### src/rtl/pwm_pkg.sv
`default_nettype none
// ============================================================================
//  Module      : pwm_pkg
//  Description : Shared constants and types for the PWM generator and the
//                PWM capture block (duty width, period, capture state enum).
//  Revision    : 1.0 - initial release
// ============================================================================
package pwm_pkg;

    // Default duty code width; the PWM period is 2**width clocks.
    localparam int unsigned c_DEFAULT_WIDTH  = 4;
    localparam int unsigned c_DEFAULT_PERIOD = 1 << c_DEFAULT_WIDTH;

    // Capture controller states.
    typedef enum logic [1:0] {
        CAP_IDLE    = 2'd0,
        CAP_FLUSH   = 2'd1,
        CAP_ACQUIRE = 2'd2,
        CAP_LOCKED  = 2'd3
    } cap_state_e;

    // Period in clocks for a given duty code width.
    function automatic int unsigned period_of(input int unsigned width);
        return 32'd1 << width;
    endfunction

endpackage
`default_nettype wire

### src/rtl/sync_2ff.sv
`default_nettype none
// ============================================================================
//  Module      : sync_2ff
//  Description : Two-flop synchronizer for a single asynchronous bit.
//                Asynchronous active-low reset, reset value 0.
//  Revision    : 1.0 - initial release
// ============================================================================
module sync_2ff (
    input  logic clk,
    input  logic rst_n,
    input  logic i_d,
    output logic o_q
);

    logic r_meta;
    logic r_sync;

    // First flop may go metastable; second flop gives it a full cycle to settle.
    always_ff @(posedge clk or negedge rst_n) begin
        if (!rst_n) begin
            r_meta <= 1'b0;
            r_sync <= 1'b0;
        end else begin
            r_meta <= i_d;
            r_sync <= r_meta;
        end
    end

    assign o_q = r_sync;

endmodule
`default_nettype wire

### src/rtl/pwm_capture.sv
`default_nettype none
// ============================================================================
//  Module      : pwm_capture
//  Description : Measures the high-time of an asynchronous PWM waveform over
//                fixed windows of 2**WIDTH clocks. After one discarded flush
//                window, every window publishes its duty count; two equal
//                consecutive results assert locked. A window high for every
//                cycle saturates duty and raises overrange.
//  Revision    : 1.0 - initial release
// ============================================================================
module pwm_capture
    import pwm_pkg::*;
#(
    parameter int unsigned WIDTH = c_DEFAULT_WIDTH
) (
    input  logic             clk,
    input  logic             rst_n,
    input  logic             pwm_in,
    input  logic             enable,
    output logic [WIDTH-1:0] duty,
    output logic             duty_valid,
    output logic             locked,
    output logic             overrange
);

    localparam int unsigned      c_PERIOD   = period_of(WIDTH);
    localparam logic [WIDTH-1:0] c_WIN_LAST = {WIDTH{1'b1}};
    localparam logic [WIDTH:0]   c_FULL     = (WIDTH+1)'(c_PERIOD);

    logic             w_pwm_s;
    cap_state_e       r_state;
    cap_state_e       w_state_next;
    logic [WIDTH-1:0] r_win_cnt;
    logic [WIDTH:0]   r_high_cnt;
    logic [WIDTH:0]   w_result;
    logic [WIDTH:0]   r_prev_result;
    logic             r_prev_valid;
    logic             w_win_end;
    logic             w_publish;
    logic             w_sat;
    logic             w_halt;
    logic [WIDTH-1:0] r_duty;
    logic             r_duty_valid;
    logic             r_overrange;

    sync_2ff u_sync (
        .clk   (clk),
        .rst_n (rst_n),
        .i_d   (pwm_in),
        .o_q   (w_pwm_s)
    );

    // The sample taken in the last window cycle belongs to that window, so it
    // is folded into the result here rather than lost across the wrap.
    assign w_win_end = (r_win_cnt == c_WIN_LAST);
    assign w_result  = r_high_cnt + {{WIDTH{1'b0}}, w_pwm_s};
    assign w_sat     = (w_result == c_FULL);
    assign w_halt    = !enable || (r_state == CAP_IDLE);

    // State register.
    always_ff @(posedge clk or negedge rst_n) begin
        if (!rst_n) begin
            r_state <= CAP_IDLE;
        end else begin
            r_state <= w_state_next;
        end
    end

    // Next-state logic and publish strobe; enable low overrides every state.
    always_comb begin
        w_state_next = r_state;
        w_publish    = 1'b0;
        if (!enable) begin
            w_state_next = CAP_IDLE;
        end else begin
            case (r_state)
                CAP_IDLE: begin
                    w_state_next = CAP_FLUSH;
                end
                CAP_FLUSH: begin
                    if (w_win_end) begin
                        w_state_next = CAP_ACQUIRE;
                    end
                end
                CAP_ACQUIRE: begin
                    if (w_win_end) begin
                        w_publish = 1'b1;
                        if (r_prev_valid && (w_result == r_prev_result)) begin
                            w_state_next = CAP_LOCKED;
                        end
                    end
                end
                CAP_LOCKED: begin
                    if (w_win_end) begin
                        w_publish = 1'b1;
                        if (w_result != r_prev_result) begin
                            w_state_next = CAP_ACQUIRE;
                        end
                    end
                end
                default: begin
                    w_state_next = CAP_IDLE;
                end
            endcase
        end
    end

    // Window and high counters; held clear while idle or disabled, and the
    // high counter restarts at window end with no gap cycle.
    always_ff @(posedge clk or negedge rst_n) begin
        if (!rst_n) begin
            r_win_cnt  <= '0;
            r_high_cnt <= '0;
        end else if (w_halt) begin
            r_win_cnt  <= '0;
            r_high_cnt <= '0;
        end else begin
            r_win_cnt  <= r_win_cnt + WIDTH'(1);
            r_high_cnt <= w_win_end ? '0 : w_result;
        end
    end

    // Publish registers: duty and overrange hold between windows, and the
    // previous result is forgotten whenever measurement stops.
    always_ff @(posedge clk or negedge rst_n) begin
        if (!rst_n) begin
            r_duty        <= '0;
            r_duty_valid  <= 1'b0;
            r_overrange   <= 1'b0;
            r_prev_result <= '0;
            r_prev_valid  <= 1'b0;
        end else begin
            r_duty_valid <= w_publish;
            if (w_publish) begin
                r_duty        <= w_sat ? c_WIN_LAST : w_result[WIDTH-1:0];
                r_overrange   <= w_sat;
                r_prev_result <= w_result;
                r_prev_valid  <= 1'b1;
            end else if (w_halt) begin
                r_prev_valid  <= 1'b0;
            end
        end
    end

    assign duty       = r_duty;
    assign duty_valid = r_duty_valid;
    assign overrange  = r_overrange;
    assign locked     = (r_state == CAP_LOCKED);

endmodule
`default_nettype wire

### config.mk
export PLATFORM = sky130hd
export DESIGN_NAME = pwm_capture
export DESIGN_NICKNAME = d
export VERILOG_FILES = /design/src/rtl/pwm_pkg.sv /design/src/rtl/sync_2ff.sv /design/src/rtl/pwm_capture.sv
export SDC_FILE = /design/constraint.sdc
export NUM_CORES = 1
export LEC_CHECK = 0
export ABC_AREA = 1
export CAP_MARGIN = 20
export CORE_MARGIN = 1
export CORE_UTILIZATION = 55
export CTS_CLUSTER_SIZE = 24
export DETAILED_ROUTE_END_ITERATION = 16
export PLACE_DENSITY_LB_ADDON = 0.15
export RECOVER_POWER = 50
export SLEW_MARGIN = 20
export SYNTH_ARGS = -nofsm -noshare
export SYNTH_HDL_FRONTEND = slang
export SYNTH_SLANG_ARGS = --single-unit
### constraint.sdc
create_clock -name clk -period 2.23 [get_ports clk]
set_input_delay 0.446 -clock clk [delete_from_list [all_inputs] [get_ports clk]]
set_output_delay 0.446 -clock clk [all_outputs]
set_load 0.01 [all_outputs]
# --- Word-level counts from Yosys, hierarchy flattened ---
# Cells that the tools add are included.
word_totals:
  ff_bits: 25
  inputBits: 4
  word_cells: 47
classes:
  add_sub_neg: 2
  eq_ne: 12
  mux: 16
  n_reduce_logical: 7
op_table:
  columns: ["cell", "count"]
  rows:
  - ["$mux 2", 6]
  - ["$mux 5", 2]
  - ["$ne 3x3->1 const B", 3]
  - ["$mux 4", 2]
  - ["$pmux 2 s4", 1]
  - ["$ne 3x2->1 const B", 2]
  - ["$add 5x1->5", 1]
  - ["$eq 5x5->1", 1]
  - ["$eq 5x5->1 const B", 1]
  - ["$mux 1", 5]
  - ["$ne 5x5->1", 1]
  - ["$reduce_and 5->1", 1]
  - ["$add 4x1->4 const B", 1]
  - ["$eq 2x2->1 const B", 2]
  - ["$eq 4x4->1 const B", 1]
  - ["$eq 2x1->1 const B", 1]
  - ["$logic_not 2->1", 1]
  - ["$reduce_bool 2->1", 1]
  - ["$reduce_or 2->1", 1]
  - ["$logic_and 1x1->1", 1]
  - ["$logic_not 1->1", 1]
  - ["$logic_or 1x1->1", 1]

# --- Longest topological paths before layout ---
# Gate-level depths: netlist (run 1).
logic_depth:
  depth_word: 7
  mapped_depth: 12

# --- Hierarchy ---
# Synthesis (run 1) repeated with hierarchy kept, for this count alone.
unflattened:
  cells_unflattened: 144
  area_unflattened_um2: 1237.4
modules_own_cells:
  columns: ["module", "instances", "cells_per_inst", "area_each_um2", "seq_area_each_um2"]
  rows:
  - ["pwm_capture", 1, 142, 1187.4, 575.6]
  - ["sync_2ff", 1, 2, 50.0, 50.0]

# --- Least setup slack after synthesis (run 1) ---
# No wires, ideal clock.
synth_timing:
  kind: "register -> register"
  start: "register r_high_cnt[0]"
  end: "register r_state[0]"
  arrival_time_ps: 1507
  required_time_ps: 2166
  slack_ps: 660
  stages_incl_launch_ff: 12
  path_buffers: 0
  synth_period_minus_slack_ps: 1570
  cell_sequence: "dfrtp_1 ha_1 ha_1 inv_2 nand2_1 nand2_1 nor2_1 nand2_1 nor2_2 nand3_1 nand2_1 a21o_1"
synth_between:
  elab_chain_len: 5
  word_cells_on_any_way: 7
  classes_between: "add/sub (1); eq/ne (4); reduce/logical (2)"
synth_rtl:
  columns: ["element", "line", "rtl"]
  rows:
  - ["start, declared", "pwm_capture.sv:34", "logic [WIDTH:0] r_high_cnt;"]
  - ["start signal, assigned", "pwm_capture.sv:119", "r_high_cnt <= w_win_end ? '0 : w_result;"]
  - ["$add 5x1->5 (*)", "pwm_capture.sv:56", "assign w_result = r_high_cnt + {{WIDTH{1'b0}}, w_pwm_s};"]
  - ["via w_result[1]", "pwm_capture.sv:35", "logic [WIDTH:0] w_result;"]
  - ["$eq 5x5->1", "pwm_capture.sv:88", "if (r_prev_valid && (w_result == r_prev_result)) begin"]
  - ["$logic_and 1x1->1", "pwm_capture.sv:88", null]
  - ["$ne 3x3->1 (no source line)", null, null]
  - ["$reduce_and 5->1 (no source line) (*)", null, null]
  - ["end signal, assigned", "pwm_capture.sv:65", "r_state <= w_state_next;"]
  - ["end, declared", "pwm_capture.sv:31", "cap_state_e r_state;"]
# The timed path passes the listed nets; every way through them passes the cells marked *.
# A chain may end at the register's enable or synchronous reset.

# --- Final worst setup path (run 1) ---
layout_timing:
  start: "register r_state[0]"
  end: "output locked"
layout_between:
  elab_chain_len: 1
layout_rtl:
  columns: ["element", "line", "rtl"]
  rows:
  - ["$eq 2x2->1", "pwm_capture.sv:148", "assign locked = (r_state == CAP_LOCKED);"]
  - ["end, declared", "pwm_capture.sv:22", "output logic locked,"]
# Every way passes these cells.

==> out/summary.log, run 1 <==
INFO  run_status     outcome=finished clean
INFO  floorplan      horizontal_die_dimension=49.43um
INFO  synth          syn_nets=151
INFO  sta            report.final.slew_viol_count=0
INFO  synth          post-synth-top-count-cell=sky130_fd_sc_hd__nand2_1
INFO  detailed_routing detail-route-antenna-nets=0
INFO  placement      detailed_placement_hpwl=1666um
INFO  setup_path     r2r_start=r_high_cnt[0]
INFO  synth          synth.ff_latch_count=25
INFO  pwr            power.static_leakage=0.7684nW
INFO  final_layout   regArea=625.6um2
INFO  synth          synth_area_leader_cell=sky130_fd_sc_hd__dfrtp_1
INFO  synth          top_cells_by_area_synth=sky130_fd_sc_hd__dfrtp_1, sky130_fd_sc_hd__nand2_1, sky130_fd_sc_hd__nand3_1
INFO  synth          synth-seq-area-share=50.56%
INFO  placement      gp_congestion=0.8072
INFO  detailed_routing detail_route.wirelength=2164um
INFO  sta            finalClockSkew=7.042ps
INFO  sta            timing_worst_slew_pin_value=1300ps
INFO  setup_path     crit_required=1780ps
INFO  detailed_routing first_pass_iters=4
INFO  synth          mapped_avg_cell_area=8.593um2
INFO  final_layout   multi_input_comb_area=501.7um2
INFO  floorplan      design.core.area=2042um2
INFO  floorplan      die_y=49.43um
INFO  cts            cts_resized=0
INFO  setup_path     crit-reg2reg-capture=r_state[0]
INFO  synth          synth_top_cell_area_share=50.56%
INFO  sta            fin_setup_tns=0ps
INFO  hold_path      min_from=u_sync.r_meta
INFO  grt            gr-total-overflow=0
INFO  detailed_routing route.detailed.vias_per_inst=5.005
INFO  cts            clock_sinks=25
INFO  cts            clockRootBuffer=sky130_fd_sc_hd__clkbuf_4
INFO  sta            timing.slew.headroom=13.31%
INFO  floorplan      placement_rows=16
INFO  cts            cts.reportedPaths.clkPinSlew=130ps
INFO  setup_path     critPathMaxFanout=4
INFO  detailed_routing drt_drc_violations_left=0
INFO  synth          synth_enable_flop_cells=0
INFO  sta            final_period_minus_worst_setup_slack=1825ps
INFO  floorplan      initial_core_util=60.60%
INFO  grt            grt_util_all_layers=21.41%
INFO  setup_path     cp-start-kind=flop
INFO  synth          cells_after_synthesis=144
INFO  placement      port_buffers=10
INFO  cts            clock_path_buffers=2
INFO  hold_path      hold_depth=0
INFO  setup_path     r2r_setup_slk=470ps
INFO  sta            layout_worst_path_cycle_share=81.85%
INFO  floorplan      ioPinCount=11
INFO  job            cap_violations=0
INFO  grt            number_of_antenna_violations_at_the_first_check_in_global_routing=0
INFO  cts            cts.hold.buffers_added=0
INFO  pwr            vdd_ir_drop_max=0.0005073V
INFO  setup_path     rr_worst_depth=11
INFO  synth          synth-async-reset-ratio=100.0%
INFO  synth          mappedNetlistArea=1237um2
INFO  grt            maximum_number_of_pins_on_one_net_before_global_route_repair=26
INFO  floorplan      design.die.area=2443um2
INFO  cts            tritoncts_clock_tree=built
INFO  setup_path     worst_ep_arrival_time=1380ps
INFO  cts            tritoncts.num_buffers=3
INFO  final_layout   syn2layout_area_growth=12.44%
INFO  cts            post_cts.repair.setup_buffers=0
INFO  pwr            power_density=587.1nW/um2
INFO  synth          ys_dominant_reg_cell=sky130_fd_sc_hd__dfrtp_1
INFO  grt            number_of_global_route_vias_before_repair=885
INFO  detailed_routing detailedRoute.firstIterationViolations=20
INFO  sta            layout_setup_ws=404.7ps
INFO  setup_path     path_class=reg2out
INFO  final_layout   n_antenna_cell=0
INFO  hold_path      min_delay_worst_endpoint=u_sync.o_q
INFO  setup_path     timing.critical_path.to_type=output port
INFO  synth          synth_cell_types=21
INFO  grt            first_pass_grt_wire_length=3926um
INFO  hold_path      timing.hold.worst.class=reg2reg
INFO  sta            setup_viol=0
INFO  final_layout   nNetsFinal=166
INFO  placement      detailedPlace.worstSlack=375.1ps
INFO  detailed_routing routedWlPerCell=11.70um
INFO  sta            maxClockFrequency=0.5478GHz
INFO  cts            htreeDepth=1
INFO  sta            rsz0062_at_grt=no
INFO  sta            finalHoldViolations=0
INFO  detailed_routing vias=926
INFO  final_layout   nFillCells=185
INFO  synth          synthesis.yosys.warnings=0
INFO  cts            clkLatencyLatePin=310ps
INFO  final_layout   fraction_of_layout_instances_using_a_drive_strength_above_1=17.09%
INFO  synth          synthTopCellsByCount=sky130_fd_sc_hd__nand2_1, sky130_fd_sc_hd__dfrtp_1, sky130_fd_sc_hd__inv_1
[cell families after synthesis]
logic type	Yosys count	synth area share (%)
DFF	25	50.56
xor gates and xnor gates	1	0.7079
AOI/OAI and AO/OA	6	2.831
buffers and inverters	26	8.898
adders and majority gates	3	3.034
and+or+nand+nor	83	33.97
[cell usage in the layout (no fill, tap or decap), types with 2 or more instances in the layout]
| cell type | n |
|---|---|
| sky130_fd_sc_hd__nand2_1 | 37 |
| sky130_fd_sc_hd__dfrtp_1 | 25 |
| sky130_fd_sc_hd__inv_1 | 16 |
| sky130_fd_sc_hd__nor2_1 | 15 |
| sky130_fd_sc_hd__nand3_1 | 12 |
| sky130_fd_sc_hd__inv_2 | 8 |
| sky130_fd_sc_hd__clkdlybuf4s50_1 | 8 |
| sky130_fd_sc_hd__nand4_1 | 5 |
| sky130_fd_sc_hd__nor2_2 | 5 |
| sky130_fd_sc_hd__nand2_2 | 4 |
| sky130_fd_sc_hd__o21ai_0 | 3 |
| sky130_fd_sc_hd__ha_1 | 3 |
| sky130_fd_sc_hd__clkbuf_4 | 3 |
| sky130_fd_sc_hd__nor2_8 | 2 |
| sky130_fd_sc_hd__dlygate4sd3_1 | 2 |
[worst max-delay path, stage by stage, from the launching register on]
cell and delay [ps]:
sky130_fd_sc_hd__dfrtp_1 420, sky130_fd_sc_hd__nand2_1 70, sky130_fd_sc_hd__inv_1 50, sky130_fd_sc_hd__clkdlybuf4s50_1 520
[per-layer routing]
metal  GRT usage (%)  routed length, um
met5               0                  0
met4           7.619                 25
met3           2.492                 44
met2           34.25               1026
met1           30.12               1068
[where the power goes]
| group | switching [mW] | total [mW] | internal, mW |
|---|---|---|---|
| registers | 0.0171 | 0.493 | 0.476 |
| clock network | 0.131 | 0.198 | 0.0671 |
| logic | 0.0812 | 0.126 | 0.0450 |
| total | 0.229 | 0.817 | 0.588 |
[through the flow]
step / hold WS (ps) / instance area, um2 / util, % / instances / total power [mW]
5_1_grt: 368.5 / 1391 / 68.14 / 185 / 0.8674
6_report: 364.9 / 1391 / 68.14 / 185 / 0.8169
4_1_cts: 364.5 / 1395 / 68.32 / 185 / 0.8209
2_1_floorplan: 150.4 / 1237 / - / 144 / 0.5875
3_3_place_gp: 336.9 / 1368 / 66.97 / 181 / 0.6253
3_5_place_dp: 335.5 / 1368 / 66.97 / 181 / 0.6316
[worst max-delay path by stage]
stage,end,from,slack (ps),cells past startpoint
2_1_floorplan,r_state[0],r_high_cnt[0],660,11
3_3_place_gp,duty[1],enable,460,7
3_5_place_dp,r_high_cnt[1],enable,380,7
4_1_cts,locked,r_state[0],410,3
5_1_grt,r_prev_result[3],rst_n,210,2
6_report,locked,r_state[0],400,3
[flip-flops by register name, summed over array words and instances, names as in the netlist]
| name | cells |
|---|---|
| duty | 4 |
| overrange | 1 |
| r_state | 2 |
| duty_valid | 1 |
| u_sync.o_q | 1 |
| r_win_cnt | 4 |
| r_prev_result | 5 |
| r_high_cnt | 5 |
| r_prev_valid | 1 |
| u_sync.r_meta | 1 |
[final cells by class]
cell class                      instances  share of cell area, %
Timing Repair Buffer                   11                  7.464
Multi-Input combinational cell         93                  36.06
Sequential cell                        25                  44.96
Inverter                               25                  7.104
Tap cell                               27                  2.428
Clock buffer                            3                  1.619
Clock inverter                          1                 0.3597
No activity file was read; power rests on OpenSTA's default activity.
==> inputs of run 2 (changes only) <==
Settings changed: CORE_UTILIZATION 55 to 50.
Clock period 2.23 ns to 1.48 ns, I/O delays scaled along.
==> out/summary.log, run 2 (synthesis results as in run 1) <==
INFO  hold_path      hold_depth=0
INFO  grt            number_of_global_route_vias_before_repair=994
INFO  hold_path      min_delay_worst_endpoint=u_sync.o_q
INFO  cts            cts.reportedPaths.clkPinSlew=130ps
INFO  setup_path     crit_required=1700ps
INFO  setup_path     ordered_list_of_cells_on_the_worst_path=ha_2 -> ha_4 -> buf_6 -> nand4_1 -> nand2_2 -> nor2_2 -> nor2_2 -> nand3_1 -> nand2_1 -> a21o_1
INFO  pwr            vdd_ir_drop_max=0.0007922V
INFO  cts            tritoncts_clock_tree=built
INFO  pwr            power_density=847.5nW/um2
INFO  sta            rsz0062_at_grt=yes
INFO  detailed_routing route.detailed.vias_per_inst=5.000
INFO  run_status     outcome=finished, violations left
INFO  setup_path     timing.critical_path.to_type=flop
INFO  grt            maximum_number_of_pins_on_one_net_before_global_route_repair=26
INFO  setup_path     critPathMaxFanout=4
INFO  placement      gp_congestion=0.8229
INFO  setup_path     rr_worst_depth=10
INFO  cts            tritoncts.num_buffers=3
INFO  detailed_routing wl_met1=1131um
INFO  detailed_routing detailedRoute.firstIterationViolations=12
INFO  grt            first_pass_grt_wire_length=4209um
INFO  final_layout   final_common_cell=sky130_fd_sc_hd__nand2_1
INFO  setup_path     worst_ep_arrival_time=1810ps
INFO  detailed_routing first_pass_iters=4
INFO  floorplan      initial_core_util=54.37%
INFO  job            cap_violations=0
INFO  final_layout   largest_registers=r_high_cnt x5, r_prev_result x5
INFO  detailed_routing met2_wirelength=1199um
INFO  sta            final_period_minus_worst_setup_slack=1588ps
INFO  placement      placed_instances=193
INFO  sta            maxClockFrequency=0.6298GHz
INFO  setup_path     crit-reg2reg-capture=r_state[0]
INFO  sta            finalHoldViolations=0
INFO  pwr            totalPowerFinal=1.317mW
INFO  grt            gr-total-overflow=0
INFO  cts            clock_path_buffers=2
INFO  placement      port_buffers=10
INFO  placement      detailed_placement_hpwl=1774um
INFO  setup_path     r2r_setup_slk=-110ps
INFO  detailed_routing route.met3.wl=56um
INFO  floorplan      ioPinCount=11
INFO  floorplan      design.die.area=2678um2
INFO  floorplan      design.core.area=2276um2
INFO  cts            htreeDepth=1
INFO  sta            report.final.slew_viol_count=0
INFO  run_status     failing_checks=setup timing
INFO  sta            finalClockSkew=7.242ps
INFO  cts            clock_sinks=25
INFO  floorplan      placement_rows=17
INFO  floorplan      horizontal_die_dimension=51.75um
INFO  final_layout   most_frequent_cells_in_the_layout=sky130_fd_sc_hd__nand2_1, sky130_fd_sc_hd__dfrtp_1, sky130_fd_sc_hd__nor2_1, sky130_fd_sc_hd__buf_4, sky130_fd_sc_hd__inv_1
INFO  setup_path     cpMostUsedCell=sky130_fd_sc_hd__nor2_2
INFO  grt            grt_util_all_layers=21.83%
INFO  setup_path     cpMaxStageDelayCell=sky130_fd_sc_hd__dfrtp_1
INFO  detailed_routing detail_route.wirelength=2418um
INFO  sta            finalHoldWorstSlack=374.5ps
INFO  detailed_routing routedWlPerCell=11.97um
INFO  final_layout   n_antenna_cell=0
INFO  setup_path     buffering_stage_count_on_the_worst_path_with_inverters_included=1
INFO  final_layout   nNetsFinal=182
INFO  pwr            power.static_leakage=0.8977nW
INFO  setup_path     r2r_start=r_high_cnt[0]
INFO  floorplan      die_y=51.75um
INFO  hold_path      min_from=u_sync.r_meta
INFO  final_layout   finish.cell_count_without_fillers=202
INFO  cts            clkLatencyLatePin=310ps
INFO  sta            timing.slew.headroom=59.77%
INFO  sta            setup_viol=6
INFO  detailed_routing drt_drc_violations_left=0
INFO  detailed_routing vias=1010
INFO  setup_path     path_class=reg2reg
INFO  detailed_routing highest-signal-layer=met4
INFO  setup_path     cp-start-kind=flop
INFO  grt            number_of_antenna_violations_at_the_first_check_in_global_routing=0
INFO  sta            layout_worst_path_cycle_share=107.3%
INFO  hold_path      timing.hold.worst.class=reg2reg
INFO  detailed_routing detail-route-antenna-nets=0
INFO  cts            clockRootBuffer=sky130_fd_sc_hd__clkbuf_4
INFO  final_layout   nFillCells=175
INFO  sta            layout_setup_ws=-107.9ps
INFO  final_layout   syn2layout_area_growth=25.58%
INFO  final_layout   fin_util=68.28%
INFO  final_layout   fraction_of_layout_instances_using_a_drive_strength_above_1=31.03%
INFO  setup_path     crit_family=simple AND/OR/NAND/NOR gates
INFO  sta            timing_worst_slew_pin_value=603.4ps
INFO  setup_path     slowest_delay=390ps
==> run 2: cell count changes in the layout (fill, tap and decap cells not counted), sizes merged <==
cell and change:
buf +16, clkdlybuf4s50 -7, clkinv -1, dlygate4sd2 +7, clkbuf +1
==> run 2: worst max path at each step <==
stage | from | endpoint | slack [ps] | cells after the start
4_1_cts | u_sync.o_q | r_state[0] | -70 | 11
6_report | r_high_cnt[0] | r_state[0] | -110 | 10
5_1_grt | r_high_cnt[0] | r_state[0] | -190 | 12
3_5_place_dp | enable | duty[2] | -70 | 7
3_3_place_gp | enable | duty[0] | -60 | 7
2_1_floorplan | r_high_cnt[0] | r_state[0] | 10 | 11
==> run 2: layout make-up <==
cell class                 instances  area [um2]  share of cell area [%]
clock buffer                       4       26.28                   1.691
inverter                          25       98.84                   6.361
multi-input combinational         93       548.0                   35.27
sequential                        25       625.6                   40.26
tap                               28       35.03                   2.254
timing repair buffer              27       220.2                   14.17
==> run 2: repair_timing <==
action,CTS,global route
buffers inserted,2,3
hold buffers,0,0
setup endpoints to repair,13,7
pin swaps,1,12
gates resized for setup,10,8
==> run 2: layer usage <==
layer / vias up / track usage, %
li1: 510 / -
met1: 483 / 28.82
met2: 13 / 35.50
met3: 4 / 3.216
met4: 0 / 9.910
met5: - / 0
==> run 2: through the flow <==
step	setup WS, ps	setup TNS [ps]	instance area [um2]
detailed placement	-67.67	-616.1	1466
floorplan	9.777	0	1252
global placement	-56.32	-464.8	1466
global route	-185.7	-837.6	1554
finish	-107.9	-393.5	1554
CTS	-67.27	-67.27	1508
==> run 2: worst reg2reg max path, delay by kind of cell, from the launching register on <==
| kind | cells | cell delay [ps] |
|---|---|---|
| buffers and inverters | 1 | 110 |
| DFF | 1 | 390 |
| adders and majority gates | 2 | 380 |
| AOI/OAI and AO/OA | 1 | 180 |
| and+or+nand+nor | 6 | 450 |
==> run 2: where the power goes <==
group	internal, mW	switching, mW	total [mW]
Combinational	0.130	0.155	0.285
Clock	0.105	0.189	0.294
Sequential	0.717	0.0211	0.738
==> inputs of run 3 (changes only) <==
Settings changed: HOLD_SLACK_MARGIN set to 0.02, MAX_ROUTING_LAYER set to met4.
==> out/summary.log, run 3 (synthesis results as in run 1) <==
INFO  cts            clkLatencyLatePin=310ps
INFO  sta            layout_setup_ws=-107.9ps
INFO  floorplan      design.core.area=2276um2
INFO  hold_path      timing.hold.worst.class=reg2reg
INFO  cts            cts.reportedPaths.clkPinSlew=130ps
INFO  cts            tritoncts_clock_tree=built
INFO  pwr            net-switching-power=0.3651mW
INFO  sta            final_period_minus_worst_setup_slack=1588ps
INFO  setup_path     timing.critical_path.to_type=flop
INFO  detailed_routing detail_route.wirelength=2419um
INFO  floorplan      design.die.area=2678um2
INFO  pwr            power.static_leakage=0.8977nW
INFO  setup_path     cp-start-kind=flop
INFO  job            cap_violations=0
INFO  sta            layout_worst_path_cycle_share=107.3%
INFO  sta            maxClockFrequency=0.6298GHz
INFO  grt            maximum_number_of_pins_on_one_net_before_global_route_repair=26
INFO  cts            tritoncts.num_buffers=3
INFO  final_layout   n_antenna_cell=0
INFO  setup_path     path_class=reg2reg
INFO  sta            finalClockSkew=7.369ps
INFO  pwr            vdd_ir_drop_max=0.0007921V
INFO  grt            gr-total-overflow=0
INFO  grt            first_pass_grt_wire_length=4215um
INFO  floorplan      horizontal_die_dimension=51.75um
INFO  cts            htreeDepth=1
INFO  pwr            power_density=847.7nW/um2
INFO  sta            timing.slew.headroom=59.82%
INFO  setup_path     critPathMaxFanout=4
INFO  cts            clock_sinks=25
INFO  final_layout   finish.cell_count_without_fillers=202
INFO  detailed_routing detail-route-antenna-nets=0
INFO  sta            setup_viol=6
INFO  floorplan      placement_rows=17
INFO  final_layout   largest_registers=r_high_cnt x5, r_prev_result x5
INFO  detailed_routing routedWlPerCell=11.98um
INFO  run_status     outcome=finished, violations left
INFO  cts            clock_path_buffers=2
INFO  detailed_routing detailedRoute.firstIterationViolations=12
INFO  grt            grt_util_all_layers=22.42%
INFO  grt            number_of_antenna_violations_at_the_first_check_in_global_routing=0
INFO  detailed_routing vias=1014
INFO  final_layout   most_frequent_cells_in_the_layout=sky130_fd_sc_hd__nand2_1, sky130_fd_sc_hd__dfrtp_1, sky130_fd_sc_hd__nor2_1, sky130_fd_sc_hd__buf_4, sky130_fd_sc_hd__inv_1
INFO  cts            cts.hold.buffers_added=0
INFO  floorplan      ioPinCount=11
INFO  floorplan      initial_core_util=54.37%
INFO  sta            finalHoldViolations=0
INFO  sta            timing_worst_slew_pin_value=602.7ps
INFO  detailed_routing route.detailed.vias_per_inst=5.020
INFO  pwr            power_frac_comb=21.7%
INFO  final_layout   fraction_of_layout_instances_using_a_drive_strength_above_1=31.03%
INFO  detailed_routing first_pass_iters=4
INFO  final_layout   nFillCells=175
INFO  floorplan      die_y=51.75um
INFO  pwr            internal_power=0.9522mW
INFO  placement      placed_instances=193
INFO  final_layout   syn2layout_area_growth=25.58%
INFO  setup_path     worst_ep_arrival_time=1810ps
INFO  cts            clockRootBuffer=sky130_fd_sc_hd__clkbuf_4
INFO  sta            rsz0062_at_grt=yes
INFO  setup_path     crit_required=1700ps
INFO  sta            report.final.slew_viol_count=0
INFO  placement      gp_congestion=0.8352
INFO  sta            fin_setup_tns=-405.4ps
INFO  detailed_routing drt_drc_violations_left=0
INFO  final_layout   final_common_cell=sky130_fd_sc_hd__nand2_1
INFO  pwr            p_sw_share=27.72%
INFO  grt            number_of_global_route_vias_before_repair=992
INFO  placement      detailed_placement_hpwl=1774um
INFO  final_layout   nNetsFinal=182
INFO  placement      port_buffers=10
INFO  pwr            seqPwrFrac=56.0%
INFO  run_status     failing_checks=setup timing
INFO  pwr            clockPowerShare=22.3%
==> run 3: cell counts in the layout (fill, tap and decap cells not counted) <==
No cell type changed its count.
==> run 3: worst paths after layout <==
| kind | cells after the start | end | from | slack, ps |
|---|---|---|---|---|
| worst max-delay path | 10 | r_state[0] | r_high_cnt[0] | -110 |
| worst min-delay path | 0 | u_sync.o_q | u_sync.r_meta | 370 |
| worst max register to register | 10 | r_state[0] | r_high_cnt[0] | -110 |
| worst min register to register | 0 | u_sync.o_q | u_sync.r_meta | 370 |
| max in group asynchronous | 2 | duty[1] | rst_n | 580 |
| min in group asynchronous | 2 | duty[3] | rst_n | 510 |
==> run 3: power groups by stage <==
stage          clock network (mW)  logic (mW)  registers, mW
3_5_place_dp                    0       0.252          0.756
5_1_grt                     0.337       0.323          0.741
3_3_place_gp                    0       0.243          0.753
6_report                    0.294       0.285          0.738
4_1_cts                     0.305       0.283          0.737
2_1_floorplan                   0       0.143          0.751
==> run 3: final cells by class <==
type | count | area (um2) | share of cell area [%]
clock buffers | 4 | 26.28 | 1.691
inverters | 25 | 98.84 | 6.361
multi-input cells | 93 | 548.0 | 35.27
flip-flops and latches | 25 | 625.6 | 40.26
well taps | 28 | 35.03 | 2.254
repair buffers | 27 | 220.2 | 14.17
==> run 3: layer usage <==
layer / wire (um) / GRT usage [%] / vias to the layer above
met3: 64 / 3.216 / 4
met5: 0 / - / -
met4: 31 / 9.910 / 0
met2: 1203 / 35.50 / 15
met1: 1119 / 28.82 / 485
li1: - / - / 510
==> run 3: repair_timing <==
action                     4_1_cts  5_1_grt
setup endpoints to repair       13        7
resized for setup               10        8
setup buffers                    2        3
pin swaps                        1       12
==> run 3: metrics by stage <==
stage	worst slack, ps	total power, mW	hold slack (ps)	utilization, %	area, um2
6_report	-107.9	1.317	374.4	68.28	1554
3_3_place_gp	-56.32	0.9967	347.7	64.43	1466
5_1_grt	-185.7	1.400	388.0	68.28	1554
3_5_place_dp	-67.67	1.008	346.3	64.43	1466
2_1_floorplan	9.777	0.8943	0.4090	-	1252
4_1_cts	-67.27	1.326	329.1	66.25	1508
==> run 3: worst max-delay path: stages (launching register included) <==
cell and delay [ps]:
sky130_fd_sc_hd__dfrtp_1 390, sky130_fd_sc_hd__ha_2 200, sky130_fd_sc_hd__ha_4 180, sky130_fd_sc_hd__buf_6 110, sky130_fd_sc_hd__nand4_1 80, sky130_fd_sc_hd__nand2_2 80, sky130_fd_sc_hd__nor2_2 120, sky130_fd_sc_hd__nor2_2 50
sky130_fd_sc_hd__nand3_1 70, sky130_fd_sc_hd__nand2_1 50, sky130_fd_sc_hd__a21o_1 180
